[src/rtl/rom_pkg.sv]
// Shared definitions for the boot-ROM AXI slave: AXI field widths, response
// and burst encodings, and the read/write channel state types.
package rom_pkg;

    // AXI field widths used on the slave port
    localparam int AXI_IDS_BITS  = 8;
    localparam int AXI_ADDR_BITS = 32;
    localparam int AXI_DATA_BITS = 32;
    localparam int AXI_LEN_BITS  = 4;
    localparam int AXI_SIZE_BITS = 3;
    localparam int AXI_STRB_BITS = AXI_DATA_BITS / 8;

    // Response encodings
    localparam logic [1:0] RESP_OKAY   = 2'b00;
    localparam logic [1:0] RESP_SLVERR = 2'b10;

    // Burst type encodings
    localparam logic [1:0] BURST_FIXED = 2'b00;
    localparam logic [1:0] BURST_INCR  = 2'b01;
    localparam logic [1:0] BURST_WRAP  = 2'b10;

    // Read channel states
    typedef enum logic [1:0] {
        R_IDLE,
        R_REQ,
        R_WAIT,
        R_DATA
    } rd_state_t;

    // Write channel states
    typedef enum logic [1:0] {
        W_IDLE,
        W_DRAIN,
        W_RESP
    } wr_state_t;

    // INCR and WRAP both step the word address; the ROM window is a
    // power of two so WRAP degenerates to a plain modulo increment.
    function automatic logic burst_advances(input logic [1:0] burst);
        return (burst == BURST_INCR) || (burst == BURST_WRAP);
    endfunction

endpackage

[src/rtl/axi_wr_err_sink.sv]
// Write-channel sink for read-only or illegal regions: accepts one AW,
// drains every W beat up to WLAST, then answers with a single SLVERR on B.
module axi_wr_err_sink
    import rom_pkg::*;
#(
    parameter int ID_W = AXI_IDS_BITS
) (
    input  logic            clk,
    input  logic            rst_n,
    input  logic [ID_W-1:0] aw_id,
    input  logic            aw_valid,
    output logic            aw_ready,
    input  logic            w_valid,
    input  logic            w_last,
    output logic            w_ready,
    output logic [ID_W-1:0] b_id,
    output logic [1:0]      b_resp,
    output logic            b_valid,
    input  logic            b_ready
);

    wr_state_t wr_state;

    // Write FSM: IDLE accepts AW, DRAIN swallows W beats, RESP returns SLVERR
    always_ff @(posedge clk) begin
        if (!rst_n) begin
            wr_state <= W_IDLE;
            aw_ready <= 1'b1;
            w_ready  <= 1'b0;
            b_valid  <= 1'b0;
            b_resp   <= RESP_OKAY;
            b_id     <= '0;
        end else begin
            case (wr_state)
                W_IDLE: begin
                    if (aw_valid && aw_ready) begin
                        b_id     <= aw_id;
                        aw_ready <= 1'b0;
                        w_ready  <= 1'b1;
                        wr_state <= W_DRAIN;
                    end
                end
                W_DRAIN: begin
                    if (w_valid && w_ready && w_last) begin
                        w_ready  <= 1'b0;
                        b_valid  <= 1'b1;
                        b_resp   <= RESP_SLVERR;
                        wr_state <= W_RESP;
                    end
                end
                W_RESP: begin
                    if (b_valid && b_ready) begin
                        b_valid  <= 1'b0;
                        b_resp   <= RESP_OKAY;
                        aw_ready <= 1'b1;
                        wr_state <= W_IDLE;
                    end
                end
                default: begin
                    aw_ready <= 1'b1;
                    w_ready  <= 1'b0;
                    b_valid  <= 1'b0;
                    wr_state <= W_IDLE;
                end
            endcase
        end
    end

endmodule

[src/rtl/rom_wrapper.sv]
// AXI4 slave in front of the synchronous boot ROM. Each read beat costs
// three cycles: strobe the ROM, capture its data, present it on R.
// Writes are drained and rejected with SLVERR by axi_wr_err_sink.
module rom_wrapper
    import rom_pkg::*;
#(
    parameter int ID_W   = AXI_IDS_BITS,
    parameter int ROM_AW = 12
) (
    input  logic                     ACLK,
    input  logic                     ARESETn,
    // read address channel
    input  logic [ID_W-1:0]          ARID_S,
    input  logic [AXI_ADDR_BITS-1:0] ARADDR_S,
    input  logic [AXI_LEN_BITS-1:0]  ARLEN_S,
    input  logic [AXI_SIZE_BITS-1:0] ARSIZE_S,
    input  logic [1:0]               ARBURST_S,
    input  logic                     ARVALID_S,
    output logic                     ARREADY_S,
    // read data channel
    output logic [ID_W-1:0]          RID_S,
    output logic [AXI_DATA_BITS-1:0] RDATA_S,
    output logic [1:0]               RRESP_S,
    output logic                     RLAST_S,
    output logic                     RVALID_S,
    input  logic                     RREADY_S,
    // write address channel
    input  logic [ID_W-1:0]          AWID_S,
    input  logic [AXI_ADDR_BITS-1:0] AWADDR_S,
    input  logic [AXI_LEN_BITS-1:0]  AWLEN_S,
    input  logic [AXI_SIZE_BITS-1:0] AWSIZE_S,
    input  logic [1:0]               AWBURST_S,
    input  logic                     AWVALID_S,
    output logic                     AWREADY_S,
    // write data channel
    input  logic [AXI_DATA_BITS-1:0] WDATA_S,
    input  logic [AXI_STRB_BITS-1:0] WSTRB_S,
    input  logic                     WLAST_S,
    input  logic                     WVALID_S,
    output logic                     WREADY_S,
    // write response channel
    output logic [ID_W-1:0]          BID_S,
    output logic [1:0]               BRESP_S,
    output logic                     BVALID_S,
    input  logic                     BREADY_S,
    // ROM pins
    output logic                     ROM_enable,
    output logic                     ROM_read,
    output logic [ROM_AW-1:0]        ROM_address,
    input  logic [AXI_DATA_BITS-1:0] ROM_out
);

    rd_state_t               rd_state;
    logic [AXI_LEN_BITS-1:0] len_q;
    logic [AXI_LEN_BITS-1:0] beat_cnt;
    logic [1:0]              burst_q;
    logic                    ar_fire;
    logic                    r_fire;

    assign ar_fire = ARVALID_S && ARREADY_S;
    assign r_fire  = RVALID_S && RREADY_S;

    // The ROM never reports errors on reads
    assign RRESP_S = RESP_OKAY;

    // Beat size, byte offset, upper address bits and all write payload are
    // don't-care: every beat is a full word and the ROM window aliases.
    logic unused_inputs;
    assign unused_inputs = ^{ARADDR_S[AXI_ADDR_BITS-1:ROM_AW+2], ARADDR_S[1:0],
                             ARSIZE_S, AWADDR_S, AWLEN_S, AWSIZE_S, AWBURST_S,
                             WDATA_S, WSTRB_S};

    // Read FSM: strobe the ROM, capture the word, hold it on R until taken
    always_ff @(posedge ACLK) begin
        if (!ARESETn) begin
            // NOTE: data and ID registers are reset as well, since their
            // reset values are visible on the bus right after reset.
            rd_state    <= R_IDLE;
            ARREADY_S   <= 1'b1;
            RVALID_S    <= 1'b0;
            RLAST_S     <= 1'b0;
            RDATA_S     <= '0;
            RID_S       <= '0;
            len_q       <= '0;
            burst_q     <= BURST_FIXED;
            beat_cnt    <= '0;
            ROM_enable  <= 1'b0;
            ROM_read    <= 1'b0;
            ROM_address <= '0;
        end else begin
            // NOTE: non-blocking assignments everywhere here so each register
            // sees the pre-edge values of the others.
            case (rd_state)
                R_IDLE: begin
                    if (ar_fire) begin
                        RID_S       <= ARID_S;
                        len_q       <= ARLEN_S;
                        burst_q     <= ARBURST_S;
                        beat_cnt    <= '0;
                        ROM_address <= ARADDR_S[ROM_AW+1:2];
                        ROM_enable  <= 1'b1;
                        ROM_read    <= 1'b1;
                        ARREADY_S   <= 1'b0;
                        rd_state    <= R_REQ;
                    end
                end
                R_REQ: begin
                    // ROM samples the address on this edge; strobe is one cycle
                    ROM_enable <= 1'b0;
                    ROM_read   <= 1'b0;
                    rd_state   <= R_WAIT;
                end
                R_WAIT: begin
                    RDATA_S  <= ROM_out;
                    RLAST_S  <= (beat_cnt == len_q);
                    RVALID_S <= 1'b1;
                    rd_state <= R_DATA;
                end
                R_DATA: begin
                    if (r_fire) begin
                        RVALID_S <= 1'b0;
                        RLAST_S  <= 1'b0;
                        if (RLAST_S) begin
                            ARREADY_S <= 1'b1;
                            rd_state  <= R_IDLE;
                        end else begin
                            beat_cnt <= beat_cnt + AXI_LEN_BITS'(1);
                            if (burst_advances(burst_q)) begin
                                ROM_address <= ROM_address + ROM_AW'(1);
                            end
                            ROM_enable <= 1'b1;
                            ROM_read   <= 1'b1;
                            rd_state   <= R_REQ;
                        end
                    end
                end
                default: begin
                    ARREADY_S  <= 1'b1;
                    RVALID_S   <= 1'b0;
                    RLAST_S    <= 1'b0;
                    ROM_enable <= 1'b0;
                    ROM_read   <= 1'b0;
                    rd_state   <= R_IDLE;
                end
            endcase
        end
    end

    // Write side: independent drain-and-reject responder
    axi_wr_err_sink #(
        .ID_W(ID_W)
    ) u_wr_sink (
        .clk      (ACLK),
        .rst_n    (ARESETn),
        .aw_id    (AWID_S),
        .aw_valid (AWVALID_S),
        .aw_ready (AWREADY_S),
        .w_valid  (WVALID_S),
        .w_last   (WLAST_S),
        .w_ready  (WREADY_S),
        .b_id     (BID_S),
        .b_resp   (BRESP_S),
        .b_valid  (BVALID_S),
        .b_ready  (BREADY_S)
    );

endmodule

[config.mk]
export PLATFORM = sky130hd
export DESIGN_NAME = rom_wrapper
export DESIGN_NICKNAME = d
export VERILOG_FILES = /design/src/rtl/rom_pkg.sv /design/src/rtl/axi_wr_err_sink.sv /design/src/rtl/rom_wrapper.sv
export SDC_FILE = /design/constraint.sdc
export NUM_CORES = 1
export LEC_CHECK = 0
export CAP_MARGIN = 0
export CORE_MARGIN = 4
export CORE_UTILIZATION = 30
export DETAILED_ROUTE_END_ITERATION = 6
export PLACE_DENSITY_LB_ADDON = 0.08
export SLEW_MARGIN = 25
export SYNTH_ARGS = -nofsm -noshare
export SYNTH_HDL_FRONTEND = slang
export SYNTH_SLANG_ARGS = --single-unit
[constraint.sdc]
create_clock -name ACLK -period 2.4 [get_ports ACLK]
set_clock_uncertainty 0.05 [all_clocks]
set_input_delay 0.48 -clock ACLK [delete_from_list [all_inputs] [get_ports ACLK]]
set_output_delay 0.48 -clock ACLK [all_outputs]
set_load 0.02 [all_outputs]
======== Word level (Yosys, flattened, before mapping) ========
Index checks and enable logic that the tools add are counted.
operators by class
  reduce and logical (&&, ||, !) cells .... 26
  mux-type cells .......................... 38
  add/subtract/negate cells ............... 2
  equal/unequal tests ..................... 16
  bitwise gates (word level) .............. 3
operators with widths
  cell                     count
  $mux W12                 4
  $pmux W12 S2             1
  $reduce_and A3 Y1        5
  $mux W1                  14
  $add A12 B1 Y12 const B  1
  $mux W4                  3
  $pmux W1 S3              4
  $reduce_and A4 Y1        3
  $mux W2                  5
  $ne A2 B2 Y1 const B     5
  $eq A2 B2 Y1 const B     4
  $pmux W2 S4              1
  $pmux W4 S2              1
  $reduce_and A2 Y1        4
  $eq A2 B1 Y1 const B     3
  $logic_and A1 B1 Y1      6
  $ne A2 B1 Y1 const B     3
  $pmux W1 S2              3
  $pmux W2 S3              1
  $reduce_bool A2 Y1       3
  $reduce_and A5 Y1        1
  $add A4 B1 Y4 const B    1
  $eq A4 B4 Y1             1
  $logic_not A2 Y1         2
  4 further kinds          6
word-level totals
  register bits ........................... 83
  word-level logic and storage cells ...... 102
  input port bits ......................... 174
  output and inout bits ................... 72

======== Longest topological paths before layout ========
Gate-level depths: netlist of run 1.
  word-level depth ........................ 6
  depth in mapped cells ................... 9
  mapped depth without buffers ............ 7

======== Modules after synthesis ========
A second synthesis of run 1 with hierarchy kept.
unflattened totals
  cell total of the unflattened synthesis .. 411
  area total of the unflattened synthesis .. 3734.8 µm²
modules (own cells, without submodules)
  module           sequential area each (µm²)  instances  cells each  area each (µm²)
  rom_wrapper      1361.3                      1          342         3093.0
  axi_wr_err_sink  280.3                       1          69          641.9

======== Worst setup path before layout of run 1 ========
Ideal clock, no wire load.
  path kind ............................... reg-to-reg
  start point ............................. register ROM_address[0]
  end point ............................... register ROM_address[8]
  arrival ................................. 1707 ps
  clock period less this slack ............ 1814 ps
  data required time ...................... 2292 ps
  setup time .............................. 58 ps
  path slack .............................. 586 ps
  buffers on the path ..................... 0
  cell stages (with the launch flop) ...... 7
  path through ............................ dfxtp_1 ha_1 and4_4 nand4_1 or3b_1 a21oi_1 o21a_1
between the ends
  word-level cells in the longest chain between the ends .. 5
ends and longest elaborated chain
  what                    line                text
  from (decl)             rom_wrapper.sv:49   output logic [ROM_AW-1:0] ROM_address,
  from (signal assigned)  rom_wrapper.sv:100  ROM_address <= ARADDR_S[ROM_AW+1:2];
  from (signal assigned)  rom_wrapper.sv:129  ROM_address <= ROM_address + ROM_AW'(1);
  $add A12 B1 Y12         rom_wrapper.sv:129
  $mux W12                rom_wrapper.sv:128  if (burst_advances(burst_q)) begin
  $mux W12                rom_wrapper.sv:123  if (RLAST_S) begin
  $mux W12                rom_wrapper.sv:120  if (r_fire) begin
  $pmux W12 S2            rom_wrapper.sv:93   case (rd_state)
No other way between the ends. The select of a mux whose other input is x is not followed.
A chain may end at the register's enable or synchronous reset.

======== Final worst setup path of run 1 ========
  start point ............................. register ROM_address[5]
  end point ............................... output ROM_address[5]
No word-level cell between the ends.

==> results by group, run 1 <==
Timing
  • Fin Setup TNS: 0 ns
  • Finish-stage setup viols: 0
  • Final Slew Violations: 0
  • Slew @ Worst Pin: 0.573 ns
  • Worst setup margin: 0.424 ns
  • Max Freq: approximately 510 MHz
  • RSZ-0062 raised after global routing: no
  • Final hold viol count: 0
  • Max-Slew Margin vs Limit: 61.7%
  • Period utilization: 82.3%
  • Final period demand of the worst path: slightly below 2 ns

Place
  • PortBufs: 142
  • Placer Congestion: 0.713
  • Dpl hpwl: 6850 um
  • Pre-CTS setup slack: 0.199 ns

Clocking
  • CTS Sinks: 82
  • Setup bufs post-CTS: 0
  • Clock Pin Slew Worst Setup and Hold Paths: 0.06 ns
  • Post-CTS sizing: 0
  • H-tree depth: 3
  • Clock Latency Late Sink: 0.34 ns
  • Root buf cell: clkbuf_16
  • Longest Clk Path Bufs: 2
  • CTS buffer count: 9
  • Hold buffer count at CTS: 0
  • CTS tree: done

Worst setup path
  • CP Capture Type: output pin
  • Crit path max-delay family: buffers and inverters
  • CP startpoint kind: flop
  • Worst-path cell chain: clkdlybuf4s50_1
  • CP max stage cell: clkdlybuf4s50_1
  • Critical Path Source: ROM_address[5]
  • Crit path kind: flop to output pin
  • CP required: 1.87 ns
  • Max FO, Critical Path: 8
  • Worst reg2reg startpoint: rd_state[0]
  • Crit path DAT: 1.45 ns
  • Largest stage delay, worst path: 0.66 ns
  • Critical path depth: 1
  • R2R cell count: 8
  • Bufs and invs on worst path: 1

Synth
  • Mapped Area: around 3600 um^2
  • Yosys reg bits: 82
  • Mapped Cells: 423
  • Synth Warn #: 0
  • Syn_area_per_cell: 8.62 um^2
  • Post-synth EDFFs: 0
  • Commonest cells post-synth: dfxtp_1, nand2_1, nor2_1
  • Count leader, synth: dfxtp_1
  • Synth top area cells: dfxtp_1, mux2i_1, nand2_1
  • Post-synth top flop: dfxtp_1
  • Yosys top cell area share: between 40% and 50%
  • Synth async-reset ratio: 0%
  • Cell taking the most area after synthesis: dfxtp_1
  • Synth unique cells: 54
  • Sequential share of the synthesized area: between 40% and 50%

Route
  • Post-route DRC: 0
  • Avg Vias per Cell: approximately 4.7
  • 1st-iter DRT viols: 166
  • DRT antenna net count: 0
  • 1st-pass router iterations: 4
  • Post-Route WL: 9720 um
  • Via count: 3315
  • Routed wire per std cell: 13.7 um

Die
  • IO Pins: about 250
  • Die Width: 118 um
  • Core Region: approximately 12000 um^2
  • Die Span Y: 118 um
  • Initial Util: 30.5%
  • Die ar.: 14000 um^2
  • Row Count: 40

Finish
  • Share of layout cells above drive strength 1: 6.75%
  • Final nets: 740
  • Area grow syn2layout: 51.7%
  • Antenna cells: 0

Power
  • PD cells: about 1100 nW/um^2
  • Leak Pwr: 0.00202 uW
  • Worst vdd ir: roughly 0.40 mV

Hold path
  • Worst Hold Depth: 2
  • Hold path start: RID_S[0]
  • HP Class: flop to flop

Global routing
  • First-pass GRT wire length: 15600 um
  • Global route overflow: 0
  • Largest net degree at the start of global routing: between 40 and 50
  • GRT Total Usage: between 10 and 15%
  • Initial antenna violation count: 0
  • Number of global-route vias before repair: 3189

Flow run
  • MaxCap Viol Count: 0

Outcome
  • Status: complete, no violations
## logic make-up (layout without fill, tap and decap cells)
logic type      Yosys count  after routing  synth area share [%]
fa+ha+maj                 8              8                  2.74
flops                    82             82                  45.0
buf+inv                  37            175                  5.28
mux                      37             37                  10.2
compound gates           84             84                  13.9
simple gates            169            169                  21.6
xor+xnor                  5              5                  1.20
other cells               1              3                 0.103
## final timing paths
check,to,slack [ns]
setup / recovery,ROM_address[5],0.42
hold / removal,RID_S[0],0.40
setup reg to reg,ROM_address[11],0.43
hold reg to reg,RID_S[0],0.40
## stage by stage
stage                     total power [uW]  utilization, %  instance area (um^2)  hold WS [ns]  cells
after floorplan                       3370               -                  3650         0.398    425
after global placement                4210            43.3                  5180         0.392    694
after detailed placement              4240            43.3                  5180         0.396    694
after CTS                             5910            46.2                  5530         0.405    710
after global routing                  6180            46.2                  5530         0.425    710
final                                 5820            46.2                  5530         0.403    710
## per-layer routing
metal,global-route usage (%),up-vias,share of wire [%]
li1,-,1711,-
met1,16.1,1500,45
met2,21.4,92,44
met3,5.50,12,8.1
met4,6.81,0,2.3
met5,0,-,0
## registers in the layout, summed over array words and instances (netlist names), 2 cells and up
register            count
u_wr_sink.b_id          8
rd_state                2
u_wr_sink.wr_state      2
ROM_address            12
RDATA_S                32
burst_q                 2
RID_S                   8
beat_cnt                4
len_q                   4
## cell type report
class	instances	area [um^2]
clock inverters	6	113
flip-flops and latches	82	1640
well taps	147	184
clock buffers	10	239
multi-input cells	306	1820
repair buffers	151	1500
fillers	1203	6430
inverters	8	30.0
## worst min-delay path: stages (launching register included)
cell and delay, ns:
dfxtp_1 0.31, nand2_1 0.05, a21oi_1 0.05
## layout by cell type (no fill, tap or decap), drive strengths merged, types with 2 or more instances in the layout
cell           netlist  routed
nand4b               4       4
a21oi               44      44
clkbuf              18      10
dfxtp               82      82
and2                 2       2
o21a                 3       3
buf                 11       9
o21ai               16      16
o22ai                3       3
conb                 1       3
nor2b                8       8
inv                  8       9
nand4                4       4
clkdlybuf4s50        0     142
a21boi               5       5
and3                 3       3
nand2b               2       2
nand3               12      12
nor2                51      51
a31oi                3       3
nor3                 3       3
a211oi               3       3
xor2                 4       4
nor3b                2       2
clkinv               0       2
nand2               68      68
bufinv               0       3
and4                 2       2
mux2i               37      37
nand3b               2       2
ha                   8       8
## report_power, final
| part | total, uW | internal (uW) | switching, uW |
|---|---|---|---|
| sequential | 1910 | 1650 | 261 |
| combinational | 2280 | 1090 | 1200 |
| clock | 1630 | 1050 | 577 |
| total | 5820 | 3790 | 2040 |
(Power assumes the default switching activity.)
==> inputs of run 2 (changes only) <==
==> constraint.sdc (replaced) <==
create_clock -name ACLK -period 1.9 [get_ports ACLK]
set_clock_uncertainty 0.05 [all_clocks]
set_input_delay 0.38 -clock ACLK [delete_from_list [all_inputs] [get_ports ACLK]]
set_output_delay 0.38 -clock ACLK [all_outputs]
set_load 0.02 [all_outputs]
==> run 2 against run 1 <==
Sequential share of layout area is 1.1 points lower. Wire length is 0.27% lower. First-iteration DRC count is 26% lower. Final cell count is 2.7% higher. Final area is 3.8% higher. Sequential power is 25% higher. Via count is 3.4% higher. Clock-buffer cell count is 2 higher. Die area stayed put.
==> results by group, run 2 (synthesis results as in run 1) <==
Worst setup path
  • Setup slack, reg-to-reg: 0.13 ns (was 0.43 ns)
  • CP startpoint kind: flop (unchanged)
  • CP Capture Type: output pin (unchanged)
  • Max FO, Critical Path: 6 (was 8)
  • Crit path kind: flop to output pin (unchanged)
  • Crit path DAT: 1.42 ns (was 1.45 ns)
  • CP required: 1.47 ns (was 1.87 ns)

Timing
  • Period utilization: a little over nine tenths
  • Final Slew Violations: 0 (unchanged)
  • Finish-stage setup viols: 0 (unchanged)
  • Fin Setup TNS: 0 ns (unchanged)
  • Max Freq: 541 MHz
  • Final hold viol count: 0 (unchanged)
  • RSZ-0062 raised after global routing: no (unchanged)
  • Final period demand of the worst path: 1.85 ns

Finish
  • Top Registers: RDATA_S (32), ROM_address (12) (unchanged)
  • Share of layout cells above drive strength 1: 10.1% (was 6.75%)
  • Reg with most FFs: RDATA_S (unchanged)
  • Final nets: 759 (was 740)
  • Final cell count without fillers: 729 (was 710)
  • Area grow syn2layout: 57.5% (was 51.7%)
  • Antenna cells: 0 (unchanged)
  • Max reg flops: 32 (unchanged)
  • Most common cell after layout, fill and taps aside: clkdlybuf4s50_1 (unchanged)
  • Commonest cells after routing, fill and taps aside: clkdlybuf4s50_1, dfxtp_1, nand2_1, nor2_1, a21oi_1 (unchanged)

Place
  • Dpl hpwl: 7090 um (was 6850 um)
  • Placer Congestion: 0.707 (was 0.713)
  • Dpl cells: 712 (was 694)
  • PortBufs: 142 (unchanged)

Global routing
  • Number of global-route vias before repair: 3499 (was 3189)
  • Global route overflow: 0 (unchanged)
  • Initial antenna violation count: 0 (unchanged)
  • First-pass GRT wire length: 16100 um (was 15600 um)
  • GRT Total Usage: 14.0% (was 13.6%)
  • Largest net degree at the start of global routing: 33 (was 42)

Clocking
  • Root buf cell: clkbuf_16 (unchanged)
  • Longest Clk Path Bufs: 2 (unchanged)
  • Clock Pin Slew Worst Setup and Hold Paths: 0.06 ns (about the same)
  • H-tree depth: 3 (unchanged)
  • CTS buffer count: 9 (unchanged)
  • CTS Sinks: 82 (unchanged)
  • Hold buffer count at CTS: 0 (unchanged)
  • CTS tree: done (unchanged)
  • Clock Latency Late Sink: 0.34 ns (about the same)

Die
  • Row Count: 40 (unchanged)
  • Die Width: 118 um (unchanged)
  • Die Span Y: 118 um (unchanged)
  • IO Pins: 246 (unchanged)
  • Core Region: 12000 um^2 (unchanged)
  • Initial Util: 30.5% (unchanged)
  • Die ar.: 14000 um^2 (unchanged)

Power
  • PD cells: 1340 nW/um^2 (was 1050 nW/um^2)
  • Leak Pwr: 0.00217 uW (was 0.00202 uW)
  • Worst vdd ir: 0.517 mV (was 0.400 mV)
  • Total Power: 7680 uW (was 5820 uW)

Route
  • Routed wire per std cell: 13.3 um (was 13.7 um)
  • Via count: 3427 (was 3315)
  • Post-route DRC: 0 (unchanged)
  • Top sig layer: met4 (unchanged)
  • Metal3 WL: 806 um (was 784 um)
  • 1st-iter DRT viols: 123 (was 166)
  • WL met1: 4220 um (was 4390 um)
  • Met2 wire length: 4490 um (was 4320 um)
  • 1st-pass router iterations: 4 (unchanged)
  • DRT antenna net count: 0 (unchanged)
  • Post-Route WL: 9690 um (was 9720 um)
  • Avg Vias per Cell: 4.70 (was 4.67)

Outcome
  • Status: complete, no violations (unchanged)

Hold path
  • HP Class: flop to flop (unchanged)

Flow run
  • MaxCap Viol Count: 0 (unchanged)
==> run 2: changes by cell type in the layout (fill, tap and decap cells not counted), moves of 2 or more <==
cell             change
buf_12               +3
buf_4               +16
clkdlybuf4s50_1      -5
dlygate4sd2_1        +2
dlymetal6s2s_1       +3
==> run 2: final cells by class <==
cell class,count,area (um^2)
fill,1194,6220
multi-input combinational,306,1850
timing repair buffer,170,1690
sequential,82,1640
clock buffer,12,256
tap,147,184
clock inverter,4,97.6
inverter,8,30.0
==> run 2: what timing repair did <==
action	CTS	global route
setup endpoints to repair	2	11
gates resized for setup	2	9
pin swaps	0	0
setup buffers	0	1
==> run 2: final timing paths <==
kind                                     start              end  cells past startpoint
worst min-delay path                  RID_S[5]         RID_S[5]                      2
worst max register to register     rd_state[0]  ROM_address[11]                      8
worst min register to register        RID_S[5]         RID_S[5]                      2
worst max-delay path            ROM_address[0]   ROM_address[0]                      2
==> run 2: report_power, final <==
part,internal (uW),switching [uW]
clock network,1360,691
logic,1630,1610
registers,2090,301
total,5070,2600
==> run 2: routing by layer <==
| layer | vias to the layer above | track usage, % |
|---|---|---|
| li1 | 1747 | - |
| met1 | 1573 | 16.2 |
| met2 | 96 | 22.6 |
| met3 | 11 | 5.60 |
| met4 | 0 | 6.59 |
| met5 | - | 0 |
==> run 2: per-stage QoR <==
stage | hold WS (ns) | setup slack, ns | instance area [um^2] | utilization [%]
6_report | 0.405 | 0.0513 | 5740 | 48.0
5_1_grt | 0.430 | 0.00338 | 5740 | 48.0
4_1_cts | 0.405 | 0.00764 | 5700 | 47.7
3_5_place_dp | 0.396 | -0.0519 | 5350 | 44.7
3_3_place_gp | 0.393 | -0.0346 | 5350 | 44.7
2_1_floorplan | 0.398 | 0.0857 | 3650 | -
==> run 2: critical path, stage by stage, from the launching register on <==
cell and delay, ns:
dfxtp_1 0.33, buf_4 0.15, clkdlybuf4s50_1 0.60
